===== config.mk =====
export PLATFORM = sky130hd
export DESIGN_NAME = msel_demux
export DESIGN_NICKNAME = d
export VERILOG_FILES = /design/src/rtl/msel_pkg.sv /design/src/rtl/msel_prod_check.sv /design/src/rtl/msel_demux.sv
export SDC_FILE = /design/constraint.sdc
export NUM_CORES = 1
export LEC_CHECK = 0
export ABC_AREA = 1
export CAP_MARGIN = 5
export CORE_MARGIN = 2
export CORE_UTILIZATION = 45
export CTS_CLUSTER_DIAMETER = 150
export DETAILED_ROUTE_END_ITERATION = 10
export DONT_BUFFER_PORTS = 1
export PLACE_DENSITY = 0.72
export SKIP_CTS_REPAIR_TIMING = 1
export SLEW_MARGIN = 20
export SYNTH_ARGS = -nofsm -noshare
export SYNTH_HDL_FRONTEND = slang
export SYNTH_SLANG_ARGS = --single-unit

===== constraint.sdc =====
create_clock -name clk -period 1.6 [get_ports clk]
set_clock_uncertainty 0.1 [all_clocks]
set_input_delay 0.24 -clock clk [delete_from_list [all_inputs] [get_ports clk]]
set_output_delay 0.24 -clock clk [all_outputs]
set_load 0.01 [all_outputs]

===== src/rtl/msel_pkg.sv =====
// msel_pkg -- definitions shared by the multiplier-select stream producer and
// the msel_demux receiver, so that both sides agree on the slot order and the
// product multipliers.
//   msel_state_e : receiver framing states (HUNT, COLLECT)
//   SLOT_X1..X8  : slot index of each product within a 4-slot frame
//   MUL_X3..X8   : multiplier carried in each slot
//   DW_DEFAULT   : default sampled data width
package msel_pkg;

  localparam int DW_DEFAULT = 8;

  typedef enum logic [0:0] {
    HUNT    = 1'b0,
    COLLECT = 1'b1
  } msel_state_e;

  localparam logic [1:0] SLOT_X1 = 2'd0;
  localparam logic [1:0] SLOT_X3 = 2'd1;
  localparam logic [1:0] SLOT_X7 = 2'd2;
  localparam logic [1:0] SLOT_X8 = 2'd3;

  localparam int MUL_X3 = 3;
  localparam int MUL_X7 = 7;
  localparam int MUL_X8 = 8;

endpackage


===== src/rtl/msel_prod_check.sv =====
// msel_prod_check -- registered product cross-check for msel_demux.
// Compiled only when MSEL_DEMUX_CHECK_EN is defined (the only build that
// instantiates it).
// Ports:
//   clk, rst  : clock, asynchronous active-low reset
//   en        : high in the cycle the last slot of a frame is captured
//   x1        : slot-0 value
//   p3/p7/p8  : full-width slot-1/2/3 words
//   dat_err   : registered mismatch flag, lands in the same cycle as vld
`ifdef MSEL_DEMUX_CHECK_EN
module msel_prod_check
  import msel_pkg::*;
#(
  parameter int DW = DW_DEFAULT
) (
  input  logic          clk,
  input  logic          rst,
  input  logic          en,
  input  logic [DW-1:0] x1,
  input  logic [DW+2:0] p3,
  input  logic [DW+2:0] p7,
  input  logic [DW+2:0] p8,
  output logic          dat_err
);

  logic [DW+2:0] x1_w;
  logic [DW+2:0] exp3;
  logic [DW+2:0] exp7;
  logic [DW+2:0] exp8;
  logic          mismatch;
  logic          dat_err_reg;

  // Expected products by shift-add: 3x = 2x + x, 7x = 8x - x, 8x = x << 3.
  // The slot-1 word is compared at full width so a stray top bit is caught.
  assign x1_w     = {3'b000, x1};
  assign exp3     = (x1_w << 1) + x1_w;
  assign exp8     = x1_w << 3;
  assign exp7     = exp8 - x1_w;
  assign mismatch = (p3 != exp3) || (p7 != exp7) || (p8 != exp8);

  always_ff @(posedge clk or negedge rst) begin
    if (!rst) begin
      dat_err_reg <= 1'b0;
    end else begin
      dat_err_reg <= en & mismatch;
    end
  end

  assign dat_err = dat_err_reg;

endmodule
`endif


===== src/rtl/msel_demux.sv =====
// msel_demux -- receive side of the time-multiplexed multiplier stream.
// Collects the 4-slot frame (x1, 3x1, 7x1, 8x1) framed by frame_start on
// slot 0, tracks alignment and presents the products in parallel.
// Optional feature: MSEL_DEMUX_CHECK_EN adds the product cross-check that
// drives dat_err; without it dat_err is tied low.
// Ports:
//   clk, rst     : clock, asynchronous active-low reset
//   frame_start  : high during slot 0 of a frame
//   din          : DW+3 bit stream word
//   vld          : one-cycle strobe, x1/x3/x7/x8 hold a new complete frame
//   x1,x3,x7,x8  : last complete frame (held between strobes)
//   sync         : receiver frame-aligned
//   frm_err      : one-cycle framing-violation pulse
//   dat_err      : one-cycle product-mismatch pulse, coincident with vld
module msel_demux
  import msel_pkg::*;
#(
  parameter int DW = DW_DEFAULT
) (
  input  logic          clk,
  input  logic          rst,
  input  logic          frame_start,
  input  logic [DW+2:0] din,
  output logic          vld,
  output logic [DW-1:0] x1,
  output logic [DW+1:0] x3,
  output logic [DW+2:0] x7,
  output logic [DW+2:0] x8,
  output logic          sync,
  output logic          frm_err,
  output logic          dat_err
);

  msel_state_e   state_reg;
  logic [1:0]    cnt_reg;
  logic [DW-1:0] s0_reg;
  logic [DW+2:0] s1_reg;
  logic [DW+2:0] s2_reg;

  logic          vld_reg;
  logic          sync_reg;
  logic          frm_err_reg;
  logic [DW-1:0] x1_reg;
  logic [DW+1:0] x3_reg;
  logic [DW+2:0] x7_reg;
  logic [DW+2:0] x8_reg;

  logic          slot0_ok;
  logic          take_last;

  // A legal slot-0 word never uses the three extension bits.
  assign slot0_ok  = (din[DW+2:DW] == 3'b000);
  assign take_last = (state_reg == COLLECT) && !frame_start && (cnt_reg == SLOT_X8);

  always_ff @(posedge clk or negedge rst) begin
    if (!rst) begin
      state_reg   <= HUNT;
      cnt_reg     <= SLOT_X1;
      s0_reg      <= '0;
      s1_reg      <= '0;
      s2_reg      <= '0;
      vld_reg     <= 1'b0;
      sync_reg    <= 1'b0;
      frm_err_reg <= 1'b0;
      x1_reg      <= '0;
      x3_reg      <= '0;
      x7_reg      <= '0;
      x8_reg      <= '0;
    end else begin
      vld_reg     <= 1'b0;
      frm_err_reg <= 1'b0;
      if (state_reg == HUNT) begin
        if (frame_start) begin
          if (slot0_ok) begin
            s0_reg    <= din[DW-1:0];
            cnt_reg   <= SLOT_X3;
            state_reg <= COLLECT;
          end else begin
            frm_err_reg <= 1'b1;
          end
        end
      end else if (frame_start) begin
        // A start mid-frame drops the partial frame and restarts on this word.
        if (cnt_reg != SLOT_X1 || !slot0_ok) begin
          frm_err_reg <= 1'b1;
        end
        if (slot0_ok) begin
          s0_reg  <= din[DW-1:0];
          cnt_reg <= SLOT_X3;
        end else begin
          state_reg <= HUNT;
          cnt_reg   <= SLOT_X1;
          sync_reg  <= 1'b0;
        end
      end else if (cnt_reg == SLOT_X1) begin
        // Expected slot 0 but no frame_start: alignment lost.
        frm_err_reg <= 1'b1;
        sync_reg    <= 1'b0;
        state_reg   <= HUNT;
      end else begin
        case (cnt_reg)
          SLOT_X3: s1_reg <= din;
          SLOT_X7: s2_reg <= din;
          default: begin
            vld_reg  <= 1'b1;
            sync_reg <= 1'b1;
            x1_reg   <= s0_reg;
            x3_reg   <= s1_reg[DW+1:0];
            x7_reg   <= s2_reg;
            x8_reg   <= din;
          end
        endcase
        cnt_reg <= cnt_reg + 2'd1;  // slot 3 wraps back to slot 0
      end
    end
  end

`ifdef MSEL_DEMUX_CHECK_EN
  msel_prod_check #(
    .DW(DW)
  ) u_prod_check (
    .clk     (clk),
    .rst     (rst),
    .en      (take_last),
    .x1      (s0_reg),
    .p3      (s1_reg),
    .p7      (s2_reg),
    .p8      (din),
    .dat_err (dat_err)
  );
`else
  // Top bit of the slot-1 word only matters to the cross-check.
  logic unused_bits;
  assign unused_bits = s1_reg[DW+2] ^ take_last;
  assign dat_err     = 1'b0;
`endif

  assign vld     = vld_reg;
  assign sync    = sync_reg;
  assign frm_err = frm_err_reg;
  assign x1      = x1_reg;
  assign x3      = x3_reg;
  assign x7      = x7_reg;
  assign x8      = x8_reg;

endmodule

==> flow_metrics.env <==
export IMPL_routed_wl_um=5790
export IMPL_vias=1944
export IMPL_timing_fmax_ghz=0.660
export IMPL_syn2layout_area_growth_pct=10.8
export IMPL_nets=327
export IMPL_layoutNonFillerInstCount=391
export IMPL_layout_drive_gt1_share_pct=17.5
export IMPL_maxSlewViolCount=0
export IMPL_dr_first_iter_drc_count=169
export IMPL_synth_top_area_share_pct=62.4
export IMPL_synthTopCellsByArea="dfrtp_1 62%, nand2_1 17%, o21ai_2 6.1%"
export IMPL_cts_tree="built"
export IMPL_holdCritPathClass="input pin to async pin"
export IMPL_port_buffers=0
export IMPL_cpLargestDelayFamily="simple AND/OR/NAND/NOR gates"
export IMPL_end_kind="register"
export IMPL_ios=58
export IMPL_setup_violations_final=0
export IMPL_grt_ovfl_total=0
export IMPL_avgRoutedWirePerCell_um=14.8
export IMPL_clock_latency_ns=0.35
export IMPL_peakVddDrop_v=0.000655
export IMPL_setup_worst_path_start="cnt_reg[0]"
export IMPL_grt_pass1_vias=1896
export IMPL_finalInstanceArea_sq_mm=0.00333
export IMPL_yosysTopAreaCell="dfrtp_1"
export IMPL_critPathMaxStageDelay_ns=0.35
export IMPL_avgSynthCellArea_sq_um=9.89
export IMPL_crit_fanout=20
export IMPL_ant_nets=0
export IMPL_drv_cap=0
export IMPL_root_buffer="clkbuf_8"
export IMPL_synth_seq_cells=75
export IMPL_worst_path_max_delay_cell="dfrtp_1"
export IMPL_required_ns=1.73
export IMPL_rows=29
export IMPL_start_kind="register"
export IMPL_synth_cell_type_count=23
export IMPL_die_y_um=85.7
export IMPL_hold_violations=75
export IMPL_worst_setup_path_type="register to register"
export IMPL_htree_levels=3
export IMPL_fin_crit_sh_pct=94.7
export IMPL_grt_pass1_wl_um=9670
export IMPL_die_area_sq_mm=0.00735
export IMPL_synth_area_sq_mm=0.00301
export IMPL_die_w_um=85.7
export IMPL_grt_max_degree=76
export IMPL_fin_util_pct=51.8
export IMPL_initial_utilization_pct=46.8
export IMPL_p_per_area_mw_per_mm2=1440
export IMPL_syn_inst=304
export IMPL_worstReg2RegStart="cnt_reg[0]"
export IMPL_critPathBufInv=3
export IMPL_antenna_cells=0
export IMPL_syn_num_nets=322
export IMPL_whs_ns=-0.527
export IMPL_placedInstanceArea_sq_mm=0.00304
export IMPL_violations="design-rule violations, negative hold slack"
export IMPL_run_status="finished with violations"
export IMPL_numCtsBuffers=9
export IMPL_viasPerCell=4.97
export IMPL_grt_util_all_layers_pct=17.6
export IMPL_antenna_found_initial=0
export IMPL_n_fill_cell=575
export IMPL_total_leakage_power_nw=1.77
export IMPL_crit_chain="inv_1 -> ha_2 -> nor2_4 -> nand2_4 -> inv_4 -> nand2_2 -> buf_12 -> nand2_1 -> o21ai_2"
export IMPL_core_area_sq_mm=0.00642
export IMPL_cts_clk_slew_worst_paths_ns=0.08
export IMPL_dp_cells=371
export IMPL_fin_tns_setup_ns=0
export IMPL_dpl_hpwl_um=3900
export IMPL_first_pass_iters=8
export IMPL_fin_crit_ns=1.52
export IMPL_cts_max_path_buffers=2
export IMPL_route_detailed_drc=3
export IMPL_ys_warn_count=0
export IMPL_ys_seq_area_share_pct=62.4
export IMPL_critical_path_arrival_ns=1.65
export IMPL_place_congestion=0.778
export IMPL_numClockSinks=75
## cell usage in the layout (no fill, tap or decap)
master	instances
nand4_1	1
nand2_8	1
dlygate4sd3_1	1
ha_1	3
buf_12	1
clkbuf_8	9
dfrtp_1	75
bufinv_16	3
clkinv_2	2
o21ai_2	21
conb_1	1
clkinvlp_4	1
nor2_1	1
inv_1	15
nand3_1	4
nand2_2	1
inv_2	1
o21ai_1	4
clkinv_4	1
nand3_2	1
nor2_4	1
buf_4	8
o21ai_0	16
inv_4	2
ha_2	1
nand2_4	1
o211ai_1	1
nand2_1	136
o22ai_1	1
## per-stage QoR
step                      power, W  setup slack, ns
after floorplan            0.00287            0.139
after global placement     0.00299           0.0414
after detailed placement   0.00303           0.0393
after CTS                  0.00476          0.00344
after global routing       0.00501         -0.00597
final                      0.00478           0.0848
## cell usage after synthesis
| cell type | n |
|---|---|
| conb_1 | 1 |
| nand4_1 | 1 |
| o211ai_1 | 1 |
| o21ai_0 | 16 |
| nand2_1 | 136 |
| buf_2 | 6 |
| dfrtp_1 | 75 |
| nor2_1 | 1 |
| nand2_2 | 1 |
| nand3_2 | 1 |
| inv_2 | 2 |
| inv_1 | 15 |
| o21ai_1 | 4 |
| nor2_4 | 1 |
| clkbuf_1 | 1 |
| o21ai_2 | 21 |
| buf_4 | 5 |
| buf_6 | 4 |
| nand3_1 | 4 |
| o22ai_1 | 1 |
| nand2_4 | 2 |
| inv_4 | 1 |
| ha_1 | 4 |
## cell families (layout without fill, tap and decap cells)
logic type               Yosys count  in the layout  share of synthesized area, %
AND/OR/NAND/NOR                  147            147                          19.7
flip-flops                        75             75                          62.4
AO/OA/AOI/OAI                     43             43                          9.91
buffers and inverters             34             44                          6.20
adder cells (fa/ha/maj)            4              4                          1.67
other                              1              1                         0.125
## report_power, final
| group | internal, W | switching [W] | leakage (nW) | total [W] |
|---|---|---|---|---|
| sequential | 0.00220 | 0.000238 | 1.02 | 0.00244 |
| clock | 0.00103 | 0.000709 | 0.119 | 0.00174 |
| combinational | 0.000275 | 0.000323 | 0.631 | 0.000599 |
## per-layer routing
metal	up-vias	track usage [%]	share of wire [%]	routed length (um)
met5	-	0	0	0
met2	56	27.5	47	2750
li1	956	-	-	-
met4	0	8.95	1.9	108
met3	8	5.58	7.4	430
met1	924	22.1	43	2500
## worst paths after layout
| check | end | slack, ns | depth (start not counted) |
|---|---|---|---|
| max in group asynchronous | s2_reg[6] | 1.82 | 0 |
| setup / recovery | s1_reg[6] | 0.08 | 9 |
| min in group clk | s2_reg[10] | 0.03 | 2 |
| setup reg to reg | s1_reg[6] | 0.08 | 9 |
| hold / removal | x8[10] | -0.53 | 0 |
| hold reg to reg | x1[1] | 0.38 | 2 |
## final cells by class
cell class              count  area [sq um]  share of cell area [%]
multi-input cells         195           953                    28.6
inverters                  18          72.6                    2.18
well taps                  77          96.3                    2.89
flip-flops and latches     75          1880                    56.4
clock buffers               9           124                    3.72
repair buffers             10          90.1                    2.71
clock inverters             7           116                    3.49
Power figures use the tool's default switching activity.
